<file path="src/rtl/tdm_demux.sv">
// TDM receive-side demultiplexer: serial slot words into a shadow buffer, whole-frame commit to o_y.
// Optional parity checking is built when TDM_DEMUX_PARITY_EN is defined.
module tdm_demux #(
    parameter int N  = 4,
    parameter int W  = 8,
    parameter int CW = 2
) (
    input  logic            i_clk,
    input  logic            i_rst_n,
    input  logic            i_gbar,
    input  logic            i_fsync,
`ifdef TDM_DEMUX_PARITY_EN
    input  logic [W:0]      i_din,
    output logic            o_perr,
`else
    input  logic [W-1:0]    i_din,
`endif
    output logic [N*W-1:0]  o_y,
    output logic            o_frame_vld,
    output logic            o_sync_err,
    output logic            o_lock,
    output logic [CW-1:0]   o_ch
);

    localparam logic [CW-1:0] LAST    = CW'(N - 1);
    localparam logic [CW-1:0] AFTER_0 = (N == 1) ? '0 : CW'(1);

    typedef enum logic {HUNT, RECV} state_t;

    state_t             r_state;
    state_t             w_next_state;
    logic [CW-1:0]      r_ch;
    logic [CW-1:0]      w_next_ch;
    logic [CW-1:0]      w_idx;
    logic               w_store;
    logic               w_start;
    logic               w_commit;
    logic               w_commit_ok;
    logic               w_sync_err;
    logic [W-1:0]       w_data;
    logic [W-1:0]       r_shadow [N];
    logic [N*W-1:0]     w_frame;
    logic [N*W-1:0]     r_y;
    logic               r_frame_vld;
    logic               r_sync_err;

`ifdef TDM_DEMUX_PARITY_EN
    logic w_perr_word;
    logic w_bad_frame;
    logic r_bad;
    logic r_perr;

    assign w_data      = i_din[W-1:0];
    assign w_perr_word = ^i_din;
    // A new slot 0 starts a fresh frame, so the old bad mark is dropped there.
    assign w_bad_frame = (w_start ? 1'b0 : r_bad) | w_perr_word;
    assign w_commit_ok = w_commit & ~w_bad_frame;
    assign o_perr      = r_perr;

    always_ff @(posedge i_clk or negedge i_rst_n) begin
        if (!i_rst_n) begin
            r_bad  <= 1'b0;
            r_perr <= 1'b0;
        end else begin
            r_perr <= w_store & w_perr_word;
            if (w_store) r_bad <= w_bad_frame;
        end
    end
`else
    assign w_data      = i_din;
    assign w_commit_ok = w_commit;
`endif

    always_comb begin
        w_next_state = r_state;
        w_next_ch    = r_ch;
        w_store      = 1'b0;
        w_start      = 1'b0;
        w_commit     = 1'b0;
        w_sync_err   = 1'b0;
        if (!i_gbar) begin
            case (r_state)
                HUNT: begin
                    if (i_fsync) begin
                        w_store      = 1'b1;
                        w_start      = 1'b1;
                        w_commit     = (N == 1);
                        w_next_ch    = AFTER_0;
                        w_next_state = RECV;
                    end
                end
                RECV: begin
                    if (r_ch == '0) begin
                        if (i_fsync) begin
                            w_store   = 1'b1;
                            w_start   = 1'b1;
                            w_commit  = (N == 1);
                            w_next_ch = AFTER_0;
                        end else begin
                            w_sync_err   = 1'b1;
                            w_next_ch    = '0;
                            w_next_state = HUNT;
                        end
                    end else if (i_fsync) begin
                        // Misplaced marker: abandon the partial frame and restart on this word.
                        w_sync_err = 1'b1;
                        w_store    = 1'b1;
                        w_start    = 1'b1;
                        w_next_ch  = AFTER_0;
                    end else begin
                        w_store = 1'b1;
                        if (r_ch == LAST) begin
                            w_commit  = 1'b1;
                            w_next_ch = '0;
                        end else begin
                            w_next_ch = r_ch + CW'(1);
                        end
                    end
                end
                default: begin
                    w_next_state = HUNT;
                    w_next_ch    = '0;
                end
            endcase
        end
    end

    assign w_idx = w_start ? '0 : r_ch;

    // The last slot goes straight from the input into o_y, never through the buffer.
    always_comb begin
        w_frame = '0;
        for (int k = 0; k < N; k++) begin
            w_frame[k*W +: W] = (k == N - 1) ? w_data : r_shadow[k];
        end
    end

    always_ff @(posedge i_clk or negedge i_rst_n) begin
        if (!i_rst_n) begin
            r_state     <= HUNT;
            r_ch        <= '0;
            r_y         <= '0;
            r_frame_vld <= 1'b0;
            r_sync_err  <= 1'b0;
            for (int k = 0; k < N; k++) r_shadow[k] <= '0;
        end else begin
            r_state     <= w_next_state;
            r_ch        <= w_next_ch;
            r_frame_vld <= w_commit_ok;
            r_sync_err  <= w_sync_err;
            if (w_commit_ok) r_y <= w_frame;
            for (int k = 0; k < N; k++) begin
                if (w_store && (w_idx == CW'(k))) r_shadow[k] <= w_data;
            end
        end
    end

    assign o_y         = r_y;
    assign o_frame_vld = r_frame_vld;
    assign o_sync_err  = r_sync_err;
    assign o_lock      = (r_state == RECV);
    assign o_ch        = r_ch;

endmodule
</file>
<file path="config.mk">
export PLATFORM = sky130hd
export DESIGN_NAME = tdm_demux
export DESIGN_NICKNAME = d
export VERILOG_FILES = /design/src/rtl/tdm_demux.sv
export SDC_FILE = /design/constraint.sdc
export NUM_CORES = 1
export LEC_CHECK = 0
export ABC_AREA = 1
export CORE_ASPECT_RATIO = 0.9
export CORE_MARGIN = 4
export CORE_UTILIZATION = 40
export CTS_CLUSTER_SIZE = 8
export DETAILED_ROUTE_END_ITERATION = 10
export PLACE_DENSITY = 0.76
export RECOVER_POWER = 25
export SLEW_MARGIN = 10
export SYNTH_ARGS = -nofsm -noshare
export SYNTH_HDL_FRONTEND = slang
export SYNTH_SLANG_ARGS = --single-unit
export TNS_END_PERCENT = 10
</file>
<file path="constraint.sdc">
create_clock -name i_clk -period 3.8 [get_ports i_clk]
set_input_delay 0.76 -clock i_clk [delete_from_list [all_inputs] [get_ports i_clk]]
set_output_delay 0.76 -clock i_clk [all_outputs]
set_load 0.1 [all_outputs]
</file>
# Yosys cells after proc, flatten, opt, wreduce, memory -nomap -nowiden
# Index checks and enable logic that the tools add are counted.
# W data, S select, Z words.
[word_totals]
regBits = 61
input_bits = 12
[classes]
muxes = 21
reduce_logical = 6
bitwise_logic = 2
eq_ne = 4
add_sub_neg = 1
[op_table]
columns = ["op", "count"]
rows = [
  ["$mux W1", 13],
  ["$mux W2", 5],
  ["$eq A2 B2 Y1 const B", 2],
  ["$logic_not A2 Y1", 2],
  ["$pmux W1 S2", 2],
  ["$pmux W2 S2", 1],
  ["$logic_and A1 B1 Y1", 3],
  ["$add A2 B1 Y2 const B", 1],
  ["$eq A2 B1 Y1 const B", 1],
  ["$ne A2 B2 Y1 const B", 1],
  ["$not A1 Y1", 2],
  ["$reduce_and A2 Y1", 1],
]

# Depth between registers and ports, before layout
[logic_depth]
word_depth = 6
ltp_mapped = 10
depth_no_buf = 9

# Least setup slack after synthesis
# No wires, ideal clock.
[synth_path]
path_type = "flip-flop to flip-flop"
startpoint = "register r_ch[1], in the netlist o_ch[1]"
endpoint = "register r_shadow[16] in the netlist's numbering"
setup_ns = 0.117
synth_period_minus_slack_ns = 2.365
n_path_buf = 1
required_time_ns = 3.683
arrival_time_ns = 2.249
setup_slack_ns = 1.435
stages_incl_launch_ff = 11
path_cell_list = "dfrtp_1 inv_1 ha_1 ha_1 nand2_1 inv_1 nor2_2 buf_4 nand2_2 nand2_1 nand2_1"
[synth_via]
elab_chain_len = 5
elab_cells_between_ends = 7
cone_classes = "eq/ne (1); mux (4); reduce/logical (2)"
[synth_lines]
columns = ["item", "line", "source"]
rows = [
  ["start: declaration", "32", "logic [CW-1:0] r_ch;"],
  ["start signal: assignment", "148", "r_ch <= w_next_ch;"],
  ["$logic_not A2 Y1", "93", "if (r_ch == '0) begin"],
  ["$mux W1", "93", ""],
  ["$pmux W1 S2", "82", "case (r_state)"],
  ["$mux W1", "81", "if (!i_gbar) begin"],
  ["$logic_and A1 B1 Y1 *", "153", "if (w_store && (w_idx == CW'(k))) r_shadow[k] <= w_data;"],
  ["end signal: indexed assignment", "153", ""],
  ["end: declaration", "41", "logic [W-1:0] r_shadow [N];"],
]
# Mark *: on every way between the ends. The rest lies on a longest branch, timed or not.
# A chain may end at the register's enable or synchronous reset.

# Worst setup path in the final report
[layout_path]
startpoint = "register r_ch[0], in the netlist o_ch[0]"
endpoint = "output port o_ch[0]"
[layout_lines]
columns = ["item", "line", "source"]
rows = [
  ["end: declaration", "22", "output logic [CW-1:0] o_ch"],
]
# No word-level cell between the ends.

==> results.sh <==
export IMPL_worst_r2r_path_depth=9
export IMPL_antenna_found_initial=0
export IMPL_finalSetupTns_ns=0
export IMPL_grt_pass1_vias=2015
export IMPL_synth_ff_type="dfrtp_1"
export IMPL_nFillCells=542
export IMPL_num_antenna_cells=0
export IMPL_power_density_nw_per_um2=924
export IMPL_h_tree_depth=3
export IMPL_min_path_cells=2
export IMPL_ys_types=17
export IMPL_synth_area_sq_um=2470
export IMPL_hpwl_mm=3.61
export IMPL_fin_crit_sh=0.746
export IMPL_criticalPathCategory="flip-flop to output port"
export IMPL_first_iter_violations=74
export IMPL_max_slew_margin_rel=-0.664
export IMPL_syn_avg_cell_area_sq_um=8.82
export IMPL_critPathBufInv=1
export IMPL_dr_total_vias=1969
export IMPL_rsz0062_at_grt="no"
export IMPL_yosysSeqAreaShare=0.618
export IMPL_critPathLaunchType="flip-flop"
export IMPL_regToRegSetupSlack_ns=1.60
export IMPL_cp_slowest_cell="clkdlybuf4s50_1"
export IMPL_power_switching_w=0.00145
export IMPL_tightest_slew_ns=2.50
export IMPL_cts_tree="done"
export IMPL_r2r_end="r_shadow[10]"
export IMPL_worstHoldStart="r_shadow[22]"
export IMPL_clock_latency_ns=0.34
export IMPL_crit_path_cell_trace="clkdlybuf4s50_1"
export IMPL_final_nets=351
export IMPL_instances_no_fill=409
export IMPL_drc_errors=0
export IMPL_num_rows=26
export IMPL_power_frac_seq=0.345
export IMPL_critPathTopFamily="buffers and inverters"
export IMPL_status="finished, violations left"
export IMPL_hold_path_end="r_shadow[22]"
export IMPL_critPathCaptureType="output port"
export IMPL_cap_violations=1
export IMPL_design_die_area_sq_um=7500
export IMPL_p_leak_nw=1.70
export IMPL_cts_resized=0
export IMPL_grt_max_degree=49
export IMPL_synthesis_nets=297
export IMPL_violations="max-capacitance violations, max-slew violations"
export IMPL_grt_pass1_wl_mm=9.26
export IMPL_crit_path_start="o_ch[0]"
export IMPL_setup_viol_count_final=0
export IMPL_cts_buffers=9
export IMPL_power_frac_clock=0.190
export IMPL_routed_wl_mm=5.28
export IMPL_cp_arrival_ns=2.08
export IMPL_layout_common_cells="nand2_1, dfrtp_1, clkdlybuf4s50_1, nand3_1, clkbuf_8"
export IMPL_ys_ff_latch=61
export IMPL_period_minus_slack_ns=2.84
export IMPL_io_pins=49
export IMPL_required_ns=3.04
export IMPL_die_y_um=82.5
export IMPL_async_flop_share=1.00
export IMPL_cts_buffer_depth=2
export IMPL_clockRootBuffer="clkbuf_8"
export IMPL_vias_per_cell=4.81
export IMPL_hold_class="flip-flop to flip-flop"
export IMPL_placed_cells=393
export IMPL_clock_sinks=61
export IMPL_slew_violations=49
export IMPL_reg2reg_from="o_ch[0]"
export IMPL_yosysWarnings=0
export IMPL_gp_congestion=0.788
export IMPL_synth_edff_count=0
export IMPL_power_frac_comb=0.465
export IMPL_ir_drop_uv=448
export IMPL_clock_skew_ns=0.00712
export IMPL_io_buffers=48
export IMPL_die_w_um=90.8
export IMPL_post_drt_wl_per_cell_um=12.9
export IMPL_grt_usage=0.160
export IMPL_core_area_sq_um=5820
export IMPL_final_common_cell="nand2_1"
export IMPL_fin_area_sq_um=3200
export IMPL_grt_overflow=0
export IMPL_first_pass_iters=4
export IMPL_holdBufCountCts=0
export IMPL_hold_violations=0
export IMPL_placed_area_sq_um=3010
export IMPL_area_growth_pct=29.4
export IMPL_p_int_w=0.00150
export IMPL_worst_path_max_fanout=9
export IMPL_swShare=0.492
export IMPL_cts_setup_buffers=0
export IMPL_max_freq_mhz=353
export IMPL_start_util=0.424
export IMPL_clk_pin_slew_ns=0.06
export IMPL_ant_nets=0
export IMPL_cp_slowest_stage_delay_ns=1.21
export IMPL_synth_cells=280
export IMPL_drive_above_1_share=0.0826
-- cell usage after synthesis, types with 2 or more instances --
| library cell | n | area [sq um] |
|---|---|---|
| inv_2 | 3 | 11.3 |
| clkbuf_1 | 2 | 7.51 |
| nand3_1 | 12 | 60.1 |
| o21ai_0 | 4 | 20.0 |
| buf_4 | 4 | 30.0 |
| inv_1 | 6 | 22.5 |
| nor2_1 | 5 | 18.8 |
| nor2_2 | 2 | 12.5 |
| ha_1 | 5 | 62.6 |
| nand2_1 | 169 | 634 |
| nor2_4 | 2 | 22.5 |
| dfrtp_1 | 61 | 1530 |
-- area by class of cell --
type | count | area, sq um | area share
timing repair buffer | 50 | 489 | 0.153
clock buffer | 11 | 141 | 0.0442
inverter | 9 | 33.8 | 0.0106
sequential | 61 | 1530 | 0.478
tap | 70 | 87.6 | 0.0274
clock inverter | 5 | 50.0 | 0.0157
multi-input combinational | 203 | 867 | 0.271
-- through the flow --
stage	setup WS [ns]	power (W)	utilization	hold slack, ns
6_report	0.964	0.00295	0.549	0.475
5_1_grt	0.630	0.00312	0.549	0.500
4_1_cts	0.940	0.00298	0.549	0.478
2_1_floorplan	1.43	0.00206	-	0.442
3_3_place_gp	1.21	0.00239	0.516	0.458
3_5_place_dp	1.12	0.00241	0.516	0.462
-- power groups by stage --
stage	registers (W)	logic [W]	clock network [W]
finish	0.00102	0.00137	0.000563
global route	0.00105	0.00146	0.000606
CTS	0.00102	0.00138	0.000577
detailed placement	0.00103	0.00138	0
global placement	0.00103	0.00136	0
floorplan	0.00180	0.000259	0
-- state kept, by name, indices dropped and copies added (netlist names) --
register     flops
o_lock           1
r_shadow        24
o_sync_err       1
o_frame_vld      1
o_y             32
o_ch             2
-- routing by layer --
layer,track usage,vias up,share of wire
li1,-,965,-
met1,0.190,944,0.45
met2,0.266,51,0.47
met3,0.0652,9,0.070
met4,0.0542,0,0.012
met5,0,-,0
-- logic make-up (layout without fill, tap and decap cells) --
family,after synthesis,count (layout),synth area share
buf+inv,16,75,0.0309
simple gates,193,193,0.314
fa+ha+maj,5,5,0.0253
compound gates,5,5,0.0117
flops,61,61,0.618
-- worst max-delay path by stage --
stage	end	slack [ns]	depth (start not counted)
floorplan	r_shadow[16]	1.43	10
global placement	r_shadow[12]	1.21	9
detailed placement	r_shadow[14]	1.12	9
CTS	o_ch[0]	0.94	1
global route	r_shadow[24]	0.63	1
finish	o_ch[0]	0.96	1
Note: power is estimated with default switching activity, not from simulation.
